### src/rtl/booth_mult_r4.sv
// Sequential radix-4 Booth multiplier: one recoded digit per cycle, signed or
// unsigned operands selected per operation, exact 2*WIDTH-bit product.
module booth_mult_r4 #(
  parameter int WIDTH = 8
) (
  input  logic                 clk,
  input  logic                 rst,
  input  logic                 start,
  input  logic                 mode,
  input  logic [WIDTH-1:0]     a,
  input  logic [WIDTH-1:0]     b,
  output logic                 busy,
  output logic                 done,
  output logic [2*WIDTH-1:0]   product
);

  localparam int EW = WIDTH + 2;
  localparam int AW = 2 * WIDTH + 6;
  localparam int CW = $clog2(WIDTH / 2 + 2);

  typedef enum logic [1:0] {IDLE, CALC, DONE} state_t;

  state_t                state;
  logic [EW-1:0]         mcand;
  logic [EW-1:0]         mq;
  logic                  prev;
  logic                  mode_q;
  logic signed [AW-1:0]  acc;
  logic [CW-1:0]         cnt;
  logic [CW-1:0]         last;

  logic [EW-1:0]         a_ext;
  logic [EW-1:0]         b_ext;
  logic signed [AW-1:0]  m_se;
  logic signed [AW-1:0]  pp;
  logic signed [AW-1:0]  acc_sum;
  logic signed [AW-1:0]  acc_next;

  assign a_ext = mode ? {{2{a[WIDTH-1]}}, a} : {2'b00, a};
  assign b_ext = mode ? {{2{b[WIDTH-1]}}, b} : {2'b00, b};
  assign m_se  = {{(AW-EW){mcand[EW-1]}}, mcand};

  always_comb begin
    pp = '0;
    case ({mq[1:0], prev})
      3'b001, 3'b010: pp = m_se;
      3'b011:         pp = m_se <<< 1;
      3'b100:         pp = -(m_se <<< 1);
      3'b101, 3'b110: pp = -m_se;
      default:        pp = '0;
    endcase
  end

  // Digits enter WIDTH+2 bits up so the unsigned pass (one extra digit) keeps
  // every low bit; the signed pass ends with the product two bits higher.
  assign acc_sum  = acc + (pp <<< (WIDTH + 2));
  assign acc_next = acc_sum >>> 2;

  always_ff @(posedge clk) begin
    if (rst) begin
      state   <= IDLE;
      busy    <= 1'b0;
      done    <= 1'b0;
      product <= '0;
      mcand   <= '0;
      mq      <= '0;
      prev    <= 1'b0;
      mode_q  <= 1'b0;
      acc     <= '0;
      cnt     <= '0;
      last    <= '0;
    end else begin
      case (state)
        IDLE, DONE: begin
          done <= 1'b0;
          if (start) begin
            mcand  <= a_ext;
            mq     <= b_ext;
            prev   <= 1'b0;
            mode_q <= mode;
            acc    <= '0;
            cnt    <= '0;
            last   <= mode ? CW'(WIDTH / 2 - 1) : CW'(WIDTH / 2);
            busy   <= 1'b1;
            state  <= CALC;
          end else begin
            busy  <= 1'b0;
            state <= IDLE;
          end
        end
        CALC: begin
          acc  <= acc_next;
          mq   <= {{2{mq[EW-1]}}, mq[EW-1:2]};
          prev <= mq[1];
          cnt  <= cnt + 1'b1;
          if (cnt == last) begin
            product <= (2 * WIDTH)'(mode_q ? (acc_next >>> 2) : acc_next);
            busy    <= 1'b0;
            done    <= 1'b1;
            state   <= DONE;
          end
        end
        default: begin
          busy  <= 1'b0;
          done  <= 1'b0;
          state <= IDLE;
        end
      endcase
    end
  end

endmodule

### config.mk
export PLATFORM = sky130hd
export DESIGN_NAME = booth_mult_r4
export DESIGN_NICKNAME = d
export VERILOG_FILES = /design/src/rtl/booth_mult_r4.sv
export SDC_FILE = /design/constraint.sdc
export NUM_CORES = 1
export LEC_CHECK = 0
export BUFFER_PORTS_ARGS = -buffer_cell sky130_fd_sc_hd__clkbuf_2
export CORE_MARGIN = 2
export CORE_UTILIZATION = 35
export CTS_CLUSTER_DIAMETER = 30
export DETAILED_ROUTE_END_ITERATION = 8
export HOLD_SLACK_MARGIN = 0.06
export RECOVER_POWER = 50
export SLEW_MARGIN = 20
export SYNTH_ARGS = -nofsm -noshare
export SYNTH_HDL_FRONTEND = slang
export SYNTH_SLANG_ARGS = --single-unit
export TNS_END_PERCENT = 1
### constraint.sdc
create_clock -name clk -period 3.5 [get_ports clk]
set_clock_uncertainty 0.1 [all_clocks]
set_input_delay 0.7 -clock clk [delete_from_list [all_inputs] [get_ports clk]]
set_output_delay 0.7 -clock clk [all_outputs]
set_load 0.05 [all_outputs]
[Yosys cells after proc, flatten, opt, wreduce, memory -nomap -nowiden]
Cells that the tools add are included.
Operators by class
  add/sub/neg operators: 4
  equality and inequality tests: 11
  muxes and demuxes: 19
  bitwise gates (word level): 1
  reduce and logical (&&, ||, !) cells: 10
Operators with widths (count)
  one-hot mux 12 bit (4 select lines): 1
  one-hot mux 22 bit (2 select lines): 1
  two-way mux 10 bit: 3
  adder 22 bit: 1
  two-way mux 22 bit: 1
  one-hot mux 10 bit (2 select lines): 1
  two-way mux 16 bit: 1
  negator 10 -> 12 bit: 1
  negator 11 -> 12 bit: 1
  == test 3 bit (second input constant): 3
  OR reduction 2 bit: 4
  == test 3 x 2 -> 1 bit (second input constant): 2
  two-way mux 3 bit: 2
  one-hot mux 3 bit (2 select lines): 1
  AND reduction 2 bit: 3
  two-way mux 1 bit: 4
  != test 2 bit (second input constant): 2
  one-hot mux 1 bit (2 select lines): 2
  one-hot mux 2 bit (2 select lines): 1
  adder 3 x 1 -> 3 bit (second input constant): 1
  == test 3 x 1 -> 1 bit (second input constant): 1
  == test 3 bit: 1
  AND reduction 3 bit: 1
  == test 2 x 1 -> 1 bit (second input constant): 1
  5 further kinds: 5
Word-level totals
  register bits: 70
  input bits: 20
  output and inout bits: 18
  word-level logic and storage cells: 57

[Logic depth before layout (Yosys ltp)]
Gate-level depths: netlist of run 1.
  word-level depth: 5
  mapped depth: 16
  depth with buffers taken out: 16

[Worst setup path after synthesis of run 1]
No wires, ideal clock.
  path kind: register to register
  start: register mcand[0]
  end: register acc[20]
  setup time: 0.120 ns
  arrival time: 3.265 ns
  required time: 3.280 ns
  setup slack: 0.015 ns
  cell stages (with the launch flop): 16
  path buffers: 0
  period minus slack after synthesis: 3.485 ns
  cell sequence: dfxtp_1 > inv_1 > ha_1 > or4b_4 > or2_2 > nand2_1 > xnor2_1 > a221oi_1 > a21oi_1 > ha_1 > a21oi_1 > o21ai_0 > o211ai_1 > a21boi_1 > o211a_1 > a211o_1
On the way
  word-level cells in the longest chain between the ends: 4
  elaborated cells between the ends (all ways): 5
  those cells by class: add/sub: 3; mux: 2
Ends and longest elaborated chain
  start: declaration: line 24  | logic [EW-1:0] mcand;
  start signal: assignment: line 77  | mcand <= a_ext;
  negator 11 -> 12 bit or negator 10 -> 12 bit (tied branches): line 48, 49
  one-hot mux 12 bit (4 select lines) (*): line 45  | case ({mq[1:0], prev})
  adder 22 bit (*): line 56  | assign acc_sum = acc + (pp <<< (WIDTH + 2));
  one-hot mux 22 bit (2 select lines) (*): line 73  | case (state)
  end signal: assignment: line 92  | acc <= acc_next;
  end: declaration: line 28  | logic signed [AW-1:0] acc;
Mark *: on every way between the ends. The rest lies on a longest branch, timed or not.
A chain may end at the register's enable or synchronous reset.

[Worst setup path after layout of run 1]
  start: register mcand[1]
  end: register acc[20]
The elaborated chain is that of the path after synthesis.

==> reports/qor.yml, run 1 <==
status: "finished, final reports clean"
syn2layout_area_growth_pct: 25.25
port_buffers: 37
cp-start-kind: "flip-flop"
clock_sinks: 62
synth_top_area_share_pct: 37.28
worstPathArrival_ns: 3.56
slew_headroom_pct: 40.94
die_w_um: 101.5
hold_viol_final: 0
insertion_delay_ns: 0.34
whs_endpoint: "done"
worstHoldPathCells: 1
viasPerCell: 5.180
crit_path_end_kind: "flip-flop"
synth_ff_type: "dfxtp_1"
fmax_mhz: 292.5
syn-num-nets: 443
die_h_um: 101.5
root_buffer: "clkbuf_8"
crit_fanout: 5
final_nets: 499
grt_usage_pct: 16.62
min_path_type: "reg -> reg"
synth_area_leaders: "dfxtp_1 37%, nor2_1 5.7%, nand2_1 5.4%, a21oi_1 5.3%, ha_1 4.9%"
rr_startpoint: "mcand[1]"
synth_edf_count: 0
drv_cap: 0
avgSynthCellArea_sq_um: 8.140
r2r_setup_slack_ns: 0.08
synthArstFlopShare_pct: 0
antenna_left: 0
diodes: 0
core_sq_mm: 0.009240
setup_viol: 0
hpwl_um: 5914
ys_seq_area_share_pct: 37.28
cts_tree: "done"
postLayoutCellArea_sq_mm: 0.004170
antenna_found_initial: 0
path_buf_inv: 3
cpPeakStageDelay_ns: 0.47
grt_pass1_vias: 2978
initial_core_util_pct: 36.03
routed_wirelength_um: 8396
fillers: 937
grt_pass1_wl_um: 13670
p_total_mw: 1.985
place_congestion: 0.8651
clk_path_buf_depth: 2
slew_violations: 0
min_from: "done"
mostFrequentLayoutCells: "58 x dfxtp_1, 51 x nor2_1, 47 x nand2_1"
die_area_sq_mm: 0.01031
finalNonFillerCells: 599
cts_max_level: 3
ir_drop_uv: 240.4
rows: 35
vias: 3103
netlist_area_sq_mm: 0.003329
yosys.area.top_type: "dfxtp_1"
path_delay_family: "compound AO/OA/AOI/OAI gates"
dp.cells: 579
tns_ns: 0
gr-total-overflow: 0
p_per_area_mw_per_mm2: 476.0
cts.clk_slew.worst_paths_ns: 0.08
cellLeakagePower_nw: 1.706
ys_warn_count: 0
cts_buffers: 9
dpl-instance-area_sq_mm: 0.003792
dr.first_iter.drc_count: 171
wire_per_inst_um: 14.02
required_ns: 3.64
layout_commonest_cell: "dfxtp_1"
r2r_cells: 16
rsz0062_at_grt: "yes"
io_pins: 38
crit_type: "reg -> reg"
layout-drive-gt1-share_pct: 21.49
synth.distinct_cells: 47
drt_pass1_iterations: 5
worst_pin_slew_ns: 0.8858
drc_errors: 0
cp_slowest_cell: "or4b_4"
min_period_over_period_pct: 97.69
cts_hold_buf: 0
reg2reg_to: "acc[20]"
cp_cell_sequence: "inv_2, ha_4, or4b_4, buf_6, buf_4, nor2_1, xnor2_1, a22oi_1, a21oi_1, ha_2, nand3_2, a21oi_2, o211ai_1, and3b_2, o211a_1, a211o_1"
min_period_ns: 3.419
grt_max_degree: 28
netlist_instances: 409
synth-seq-cells: 62
==> kinds of logic after synthesis <==
family / Yosys count / synth area share [%]
buf+inv: 35 / 4.284
mux: 14 / 4.209
flops: 62 / 37.28
simple gates: 144 / 19.62
compound gates: 120 / 23.86
xor+xnor: 20 / 5.261
fa+ha+maj: 14 / 5.487
==> synth_stat cells, types with 7 or more instances <==
library cell,instances
mux2i_1,14
nor2_1,51
a22o_1,15
clkbuf_1,21
nand2_1,48
xnor2_1,14
o22ai_1,10
o21ai_0,14
a22oi_1,7
a211oi_1,15
nor3_1,12
inv_1,9
a21oi_1,35
ha_1,13
dfxtp_1,62
==> worst max path at each step <==
stage | startpoint | to | slack, ns | depth (start not counted)
floorplan | mcand[0] | acc[20] | 0.02 | 15
global placement | mcand[0] | acc[20] | 0.02 | 15
detailed placement | mcand[1] | acc[20] | -0.08 | 15
CTS | mcand[0] | acc[20] | 0.003 | 15
global route | mq[1] | product[12] | -0.11 | 14
finish | mcand[1] | acc[20] | 0.08 | 16
==> metrics by stage <==
stage	hold WS [ns]	util, %	worst slack (ns)
2_1_floorplan	0.3315	-	0.01529
3_3_place_gp	0.3393	41.04	0.02210
3_5_place_dp	0.3539	41.04	-0.07596
4_1_cts	0.3715	43.76	0.002692
5_1_grt	0.3956	45.13	-0.1127
6_report	0.3608	45.13	0.08073
==> state kept, by name, summed over array words and instances, names as in the netlist <==
| register | flops |
|---|---|
| state | 1 |
| acc | 18 |
| last | 2 |
| mcand | 9 |
| prev | 1 |
| done | 1 |
| cnt | 3 |
| product | 16 |
| mq | 10 |
| busy | 1 |
==> cell type report <==
cell class                 count  area, sq um  area share [%]
tap                          129        161.4           3.870
clock buffer                   9        123.9           2.970
clock inverter                 7        97.59           2.340
multi-input combinational    312         2082           49.93
sequential                    62         1246           29.88
timing repair buffer          71        425.4           10.20
inverter                       9        33.78          0.8101
==> what timing repair did <==
item / 4_1_cts / 5_1_grt
endpoints found under the setup margin: 2 / 5
gates resized for setup: 5 / 31
buffers inserted: 1 / 3
pin swaps: 2 / 19
==> power breakdown <==
| group | total [mW] | switching (mW) | internal (mW) |
|---|---|---|---|
| Sequential | 0.779 | 0.0322 | 0.747 |
| Clock | 0.703 | 0.300 | 0.403 |
| Combinational | 0.503 | 0.300 | 0.203 |
==> metal layers <==
metal  vias to the layer above  share of wire, %  GRT usage, %
met1                      1445                47         21.90
met3                         4               4.9         3.520
met2                        79                48         27.02
met4                         0              0.74         5.613
li1                       1575                 -             -
met5                         -                 0             0
(Power assumes the default switching activity.)
==> inputs of run 2 (changes only) <==
--- a/config.mk
+++ b/config.mk
@@ -11,7 +11,9 @@
 export CTS_CLUSTER_DIAMETER = 30
 export DETAILED_ROUTE_END_ITERATION = 8
 export HOLD_SLACK_MARGIN = 0.06
+export PLACE_DENSITY = 0.62
 export RECOVER_POWER = 50
+export REMOVE_ABC_BUFFERS = 1
 export SLEW_MARGIN = 20
 export SYNTH_ARGS = -nofsm -noshare
 export SYNTH_HDL_FRONTEND = slang
==> run 2 against run 1 <==
Against the previous run: largest cell class unchanged; utilization down 1.0 points; die area is the same; via count decreased by 3.4%; critical path type unchanged; sequential cell count is the same; routed wire length down 5.3%; cell area fell by 2.2%.
==> reports/qor.yml, run 2 (synthesis results as in run 1) <==
grt_pass1_vias: 2879  # -3.3%
layout-drive-gt1-share_pct: 19.40  # -2.1 points
worstPathArrival_ns: 3.53  # -0.03 ns
fillers: 922  # -1.6%
setup_viol: 0  # unchanged
finalWorstSetupSlack_ns: 0.1127  # +0.03199 ns
fmax_mhz: 295.2  # +0.94%
gr-total-overflow: 0  # unchanged
rows: 35  # unchanged
die_w_um: 101.5  # unchanged
io_pins: 38  # unchanged
initial_core_util_pct: 36.03  # unchanged
drc_errors: 0  # unchanged
critPathLaunch: "mcand[1]"
syn2layout_area_growth_pct: 22.47
biggestRegsByFlops: "acc x18, product x16, mq x10"
cts_tree: "done"
hpwl_um: 5702  # -3.6%
cellLeakagePower_nw: 1.688  # -1.0%
crit_type: "reg -> reg"
ir_drop_uv: 225.8  # -6.1%
wire_per_inst_um: 13.30  # -5.1%
place_congestion: 0.9473  # +9.5%
min_period_over_period_pct: 96.78  # -0.91 points
antenna_found_initial: 0  # unchanged
r2r_setup_slack_ns: 0.11  # +0.03 ns
regArea_sq_mm: 0.001245  # -0.10%
p_per_area_mw_per_mm2: 463.4  # -2.7%
worst_pin_slew_ns: 0.6362  # -0.2496 ns
cts_max_level: 3  # unchanged
drt_pass1_iterations: 4  # -1
min_path_type: "reg -> reg"
diodes: 0  # unchanged
crit_fanout: 4  # -1
cts_buffers: 9  # unchanged
grt_pass1_wl_um: 13430  # -1.8%
dr.first_iter.drc_count: 119  # -30%
largest_reg_flops: 18  # unchanged
antenna_left: 0  # unchanged
clk_path_buf_depth: 2  # unchanged
multi_input_area_sq_mm: 0.002029  # -2.5%
core_sq_mm: 0.009240  # unchanged
slew_headroom_pct: 57.59  # +17 points
cts_hold_buf: 0  # unchanged
rr_startpoint: "mcand[1]"
mostFrequentLayoutCells: "59 x dfxtp_1, 51 x nor2_1, 47 x nand2_1"
root_buffer: "clkbuf_8"
tns_ns: 0  # unchanged
die_h_um: 101.5  # unchanged
layout_commonest_cell: "dfxtp_1"
hold_slack_ns: 0.3571  # -0.003685 ns
die_area_sq_mm: 0.01031  # unchanged
status: "finished, final reports clean"
rsz0062_at_grt: "yes"
port_buffers: 37  # unchanged
final_nets: 498  # -0.20%
reg2reg_to: "acc[20]"
top_register: "acc"
required_ns: 3.64  # about the same
worstSetupEndpoint: "acc[20]"
vias: 2999  # -3.4%
min_period_ns: 3.387  # -0.03199 ns
grt_usage_pct: 16.32  # -0.30 points
routed_wirelength_um: 7952  # -5.3%
cp-start-kind: "flip-flop"
cts.clk_slew.worst_paths_ns: 0.08  # about the same
slew_violations: 0  # unchanged
crit_path_end_kind: "flip-flop"
post-place-ws_ns: -0.07587  # +0.00009130 ns
r2r_cells: 15  # -1
drv_cap: 0  # unchanged
hold_viol_final: 0  # unchanged
grt_max_degree: 29  # +3.6%
insertion_delay_ns: 0.34  # about the same
viasPerCell: 5.015  # -3.2%
clock_sinks: 62  # unchanged
-- run 2: what timing repair did --
action	4_1_cts	5_1_grt
setup buffers	2	2
endpoints found under the setup margin	1	6
pin swaps	5	13
gates resized for setup	6	20
-- run 2: metrics by stage --
| stage | cells | power, mW | utilization (%) | cell area, sq um |
|---|---|---|---|---|
| 2_1_floorplan | 383 | 1.098 | - | 3221 |
| 3_3_place_gp | 578 | 1.241 | 40.96 | 3785 |
| 3_5_place_dp | 578 | 1.246 | 40.96 | 3785 |
| 4_1_cts | 596 | 1.891 | 43.36 | 4006 |
| 5_1_grt | 598 | 2.000 | 44.13 | 4078 |
| 6_report | 598 | 1.889 | 44.13 | 4078 |
-- run 2: how the worst min path moves through the flow --
stage	depth (start not counted)	to	slack (ns)	from
5_1_grt	2	mq[9]	0.38	mq[9]
6_report	1	done	0.36	done
4_1_cts	2	mq[9]	0.36	mq[9]
3_5_place_dp	1	done	0.35	done
3_3_place_gp	2	acc[12]	0.34	acc[12]
2_1_floorplan	2	mq[9]	0.33	mq[9]
-- run 2: final cells by class --
cell class,instances,area share (%)
Clock buffer,9,3.038
Clock inverter,7,1.780
Inverter,9,0.8285
Multi-Input combinational cell,312,49.77
Sequential cell,62,30.53
Tap cell,129,3.958
Timing Repair Buffer,70,10.10
-- run 2: report_power, final --
| group | total [mW] | internal, mW | switching [mW] |
|---|---|---|---|
| combinational | 0.476 | 0.189 | 0.287 |
| clock | 0.636 | 0.330 | 0.306 |
| sequential | 0.777 | 0.747 | 0.0305 |
| total | 1.89 | 1.27 | 0.624 |
-- run 2: routing by layer --
| layer | wire [um] | global-route usage, % | part of all wire, % |
|---|---|---|---|
| met1 | 4027 | 22.31 | 51 |
| met2 | 3496 | 24.90 | 44 |
| met3 | 307 | 3.451 | 3.9 |
| met4 | 121 | 6.861 | 1.5 |
| met5 | 0 | 0 | 0 |
-- run 2: critical path, stage by stage, from the launching register on --
cell and delay, ns:
dfxtp_2 0.33, inv_2 0.08, ha_4 0.13, or4b_4 0.46, or2_4 0.28, nand2_4 0.07, xnor2_2 0.07, a221oi_2 0.27
a21oi_1 0.07, ha_1 0.36, nand2_1 0.11, o21ai_2 0.15, o211ai_1 0.13, and3b_2 0.24, o211a_1 0.22, a211o_1 0.21
==> inputs of run 3 (changes only) <==
--- a/config.mk
+++ b/config.mk
@@ -6,12 +6,15 @@
 export NUM_CORES = 1
 export LEC_CHECK = 0
 export BUFFER_PORTS_ARGS = -buffer_cell sky130_fd_sc_hd__clkbuf_2
+export CELL_PAD_IN_SITES_DETAIL_PLACEMENT = 1
+export CELL_PAD_IN_SITES_GLOBAL_PLACEMENT = 2
 export CORE_MARGIN = 2
-export CORE_UTILIZATION = 35
+export CORE_UTILIZATION = 31
 export CTS_CLUSTER_DIAMETER = 30
 export DETAILED_ROUTE_END_ITERATION = 8
+export GPL_TIMING_DRIVEN = 0
 export HOLD_SLACK_MARGIN = 0.06
-export PLACE_DENSITY = 0.62
+export PLACE_DENSITY = 0.83
 export RECOVER_POWER = 50
 export REMOVE_ABC_BUFFERS = 1
 export SLEW_MARGIN = 20
==> run 3 against run 2 <==
Against the previous run: first-iteration DRC count is 47% lower; sequential power grew 3.0%; routed wire length increased by 11%; utilization down 5.7 points; register-to-register slack worse by 0.05 ns; hold slack better by 0.0014 ns; worst setup slack worse by 0.054 ns; final cell count shrank 2.8%; critical endpoint unchanged; largest power group unchanged.
==> reports/qor.yml, run 3 (synthesis results as in run 1) <==
port_buffers: 37  # unchanged
p_total_mw: 1.878  # -0.61%
rows: 37  # +5.7%
cts.clk_slew.worst_paths_ns: 0.07  # about the same
slew_violations: 0  # unchanged
pwr-share-seq_pct: 42.6  # +1.5 points
grt_pass1_vias: 3028  # +5.2%
p_per_area_mw_per_mm2: 471.2  # +1.7%
worst_pin_slew_ns: 1.049  # +0.4127 ns
syn2layout_area_growth_pct: 19.69
min_period_ns: 3.441  # +0.05371 ns
gr-total-overflow: 0  # unchanged
clk_path_buf_depth: 2  # unchanged
cellLeakagePower_nw: 1.566  # -7.2%
mostFrequentLayoutCells: "55 x dfxtp_1, 48 x nor2_1, 46 x nand2_1"
fmax_mhz: 290.6  # -1.6%
crit_type: "reg -> reg"
rsz0062_at_grt: "yes"
place_congestion: 0.8334  # -12%
final_nets: 474  # -4.8%
viasPerCell: 5.239  # +4.5%
top_usage_layer: "met2"
drv_cap: 0  # unchanged
required_ns: 3.63  # about the same
internal_power_mw: 1.243  # -1.8%
die_h_um: 107.6  # +6.0%
layout-drive-gt1-share_pct: 17.30  # -2.1 points
post-route-util_pct: 38.43  # -5.7 points
sw_frac_of_total_pct: 33.82  # +0.79 points
crit_fanout: 4  # unchanged
grt_pass1_wl_um: 14900  # +11%
die_w_um: 107.6  # +6.0%
power_frac_clock_pct: 33.9  # +0.3 points
layout_commonest_cell: "dfxtp_1"
vias: 3044  # +1.5%
clock_sinks: 62  # unchanged
biggestRegsByFlops: "acc x18, product x16, mq x10"
cts_buffers: 9  # unchanged
dr.first_iter.drc_count: 63  # -47%
io_pins: 38  # unchanged
root_buffer: "clkbuf_8"
worstPathArrival_ns: 3.57  # +0.04 ns
status: "finished, final reports clean"
core_sq_mm: 0.01037  # +12%
wire_per_inst_um: 15.20  # +14%
routed_wirelength_um: 8833  # +11%
diodes: 0  # unchanged
cts_max_level: 3  # unchanged
insertion_delay_ns: 0.34  # about the same
use_met3_pct: 3.208  # -0.24 points
cp-start-kind: "flip-flop"
drc_errors: 0  # unchanged
met2_usage_pct: 25.83  # +0.93 points
min_path_type: "reg -> reg"
power_switching_uw: 635.2  # +1.8%
grt_usage_pct: 16.01  # -0.31 points
largest_reg_flops: 18  # unchanged
dp.cells: 557  # -3.6%
grt_max_degree: 46  # +59%
cts_tree: "done"
die_area_sq_mm: 0.01159  # +12%
crit_path_end_kind: "flip-flop"
tns_ns: 0  # unchanged
antenna_left: 0  # unchanged
setup_viol: 0  # unchanged
min_period_over_period_pct: 98.31  # +1.5 points
slew_headroom_pct: 29.93  # -28 points
top_register: "acc"
finalNonFillerCells: 581  # -2.8%
antenna_found_initial: 0  # unchanged
drt_pass1_iterations: 4  # unchanged
hold_viol_final: 0  # unchanged
post-place-ws_ns: -0.4078  # -0.3320 ns
finalWorstSetupSlack_ns: 0.05901  # -0.05371 ns
grt_use_met1_pct: 21.27  # -1.0 points
hpwl_um: 6061  # +6.3%
initial_core_util_pct: 32.11  # -3.9 points
ir_drop_uv: 202.4  # -10%
combPwrFrac_pct: 23.5  # -1.7 points
-- run 3: changes by cell type in the layout (fill, tap and decap cells not counted), moves of 2 or more --
cell,before,now
ha_4,2,4
clkbuf_2,23,19
dfxtp_4,0,3
a21oi_1,33,31
dfxtp_1,59,55
ha_1,11,9
clkbuf_1,15,18
nor2_1,51,48
nor2_2,0,3
buf_4,32,8
-- run 3: power by group through the flow --
stage          Combinational [mW]  Clock [mW]  Sequential (mW)
3_5_place_dp                0.403           0            0.814
5_1_grt                     0.490       0.693            0.808
4_1_cts                     0.430       0.661            0.799
6_report                    0.442       0.636            0.800
3_3_place_gp                0.391           0            0.811
2_1_floorplan               0.241           0            0.857
-- run 3: worst paths after layout --
path | cells past startpoint | slack (ns) | end | startpoint
max | 15 | 0.06 | acc[20] | mcand[1]
max reg2reg | 15 | 0.06 | acc[20] | mcand[1]
min reg2reg | 1 | 0.36 | done | done
min | 1 | 0.36 | done | done
-- run 3: layout make-up --
class,instances,area (sq um)
repair buffers,46,234.0
fillers,1268,6385
clock inverters,7,73.82
clock buffers,9,123.9
well taps,136,170.2
flip-flops and latches,62,1257
inverters,9,36.28
multi-input cells,312,2090
-- run 3: metal layers --
layer	vias to the layer above	wire length, um
met3	13	229
met1	1453	4359
met2	47	4109
met4	0	134
li1	1531	-
met5	-	0
-- run 3: through the flow --
step	hold slack, ns	cell area, sq um
floorplan	0.3305	3221
global placement	0.3369	3576
detailed placement	0.3447	3595
CTS	0.3619	3940
global route	0.3867	3985
finish	0.3586	3985
-- run 3: repair_timing --
| action | 4_1_cts | 5_1_grt |
|---|---|---|
| hold buffers | 0 | 0 |
| setup buffers | 6 | 2 |
| gates resized for setup | 29 | 12 |
| endpoints found under the setup margin | 7 | 7 |
| pin swaps | 9 | 12 |
-- run 3: critical path: stages (launching register included) --
cell      delay (ns)
dfxtp_4         0.37
inv_4           0.07
ha_4            0.13
or4b_4          0.49
or2_4           0.26
nand2_2         0.09
xnor2_2         0.09
a221oi_2        0.31
a21oi_2         0.08
ha_4            0.35
nand3_4         0.08
a21oi_4         0.15
o211ai_1        0.14
and3b_2         0.23
o211a_1         0.20
a211o_1         0.21
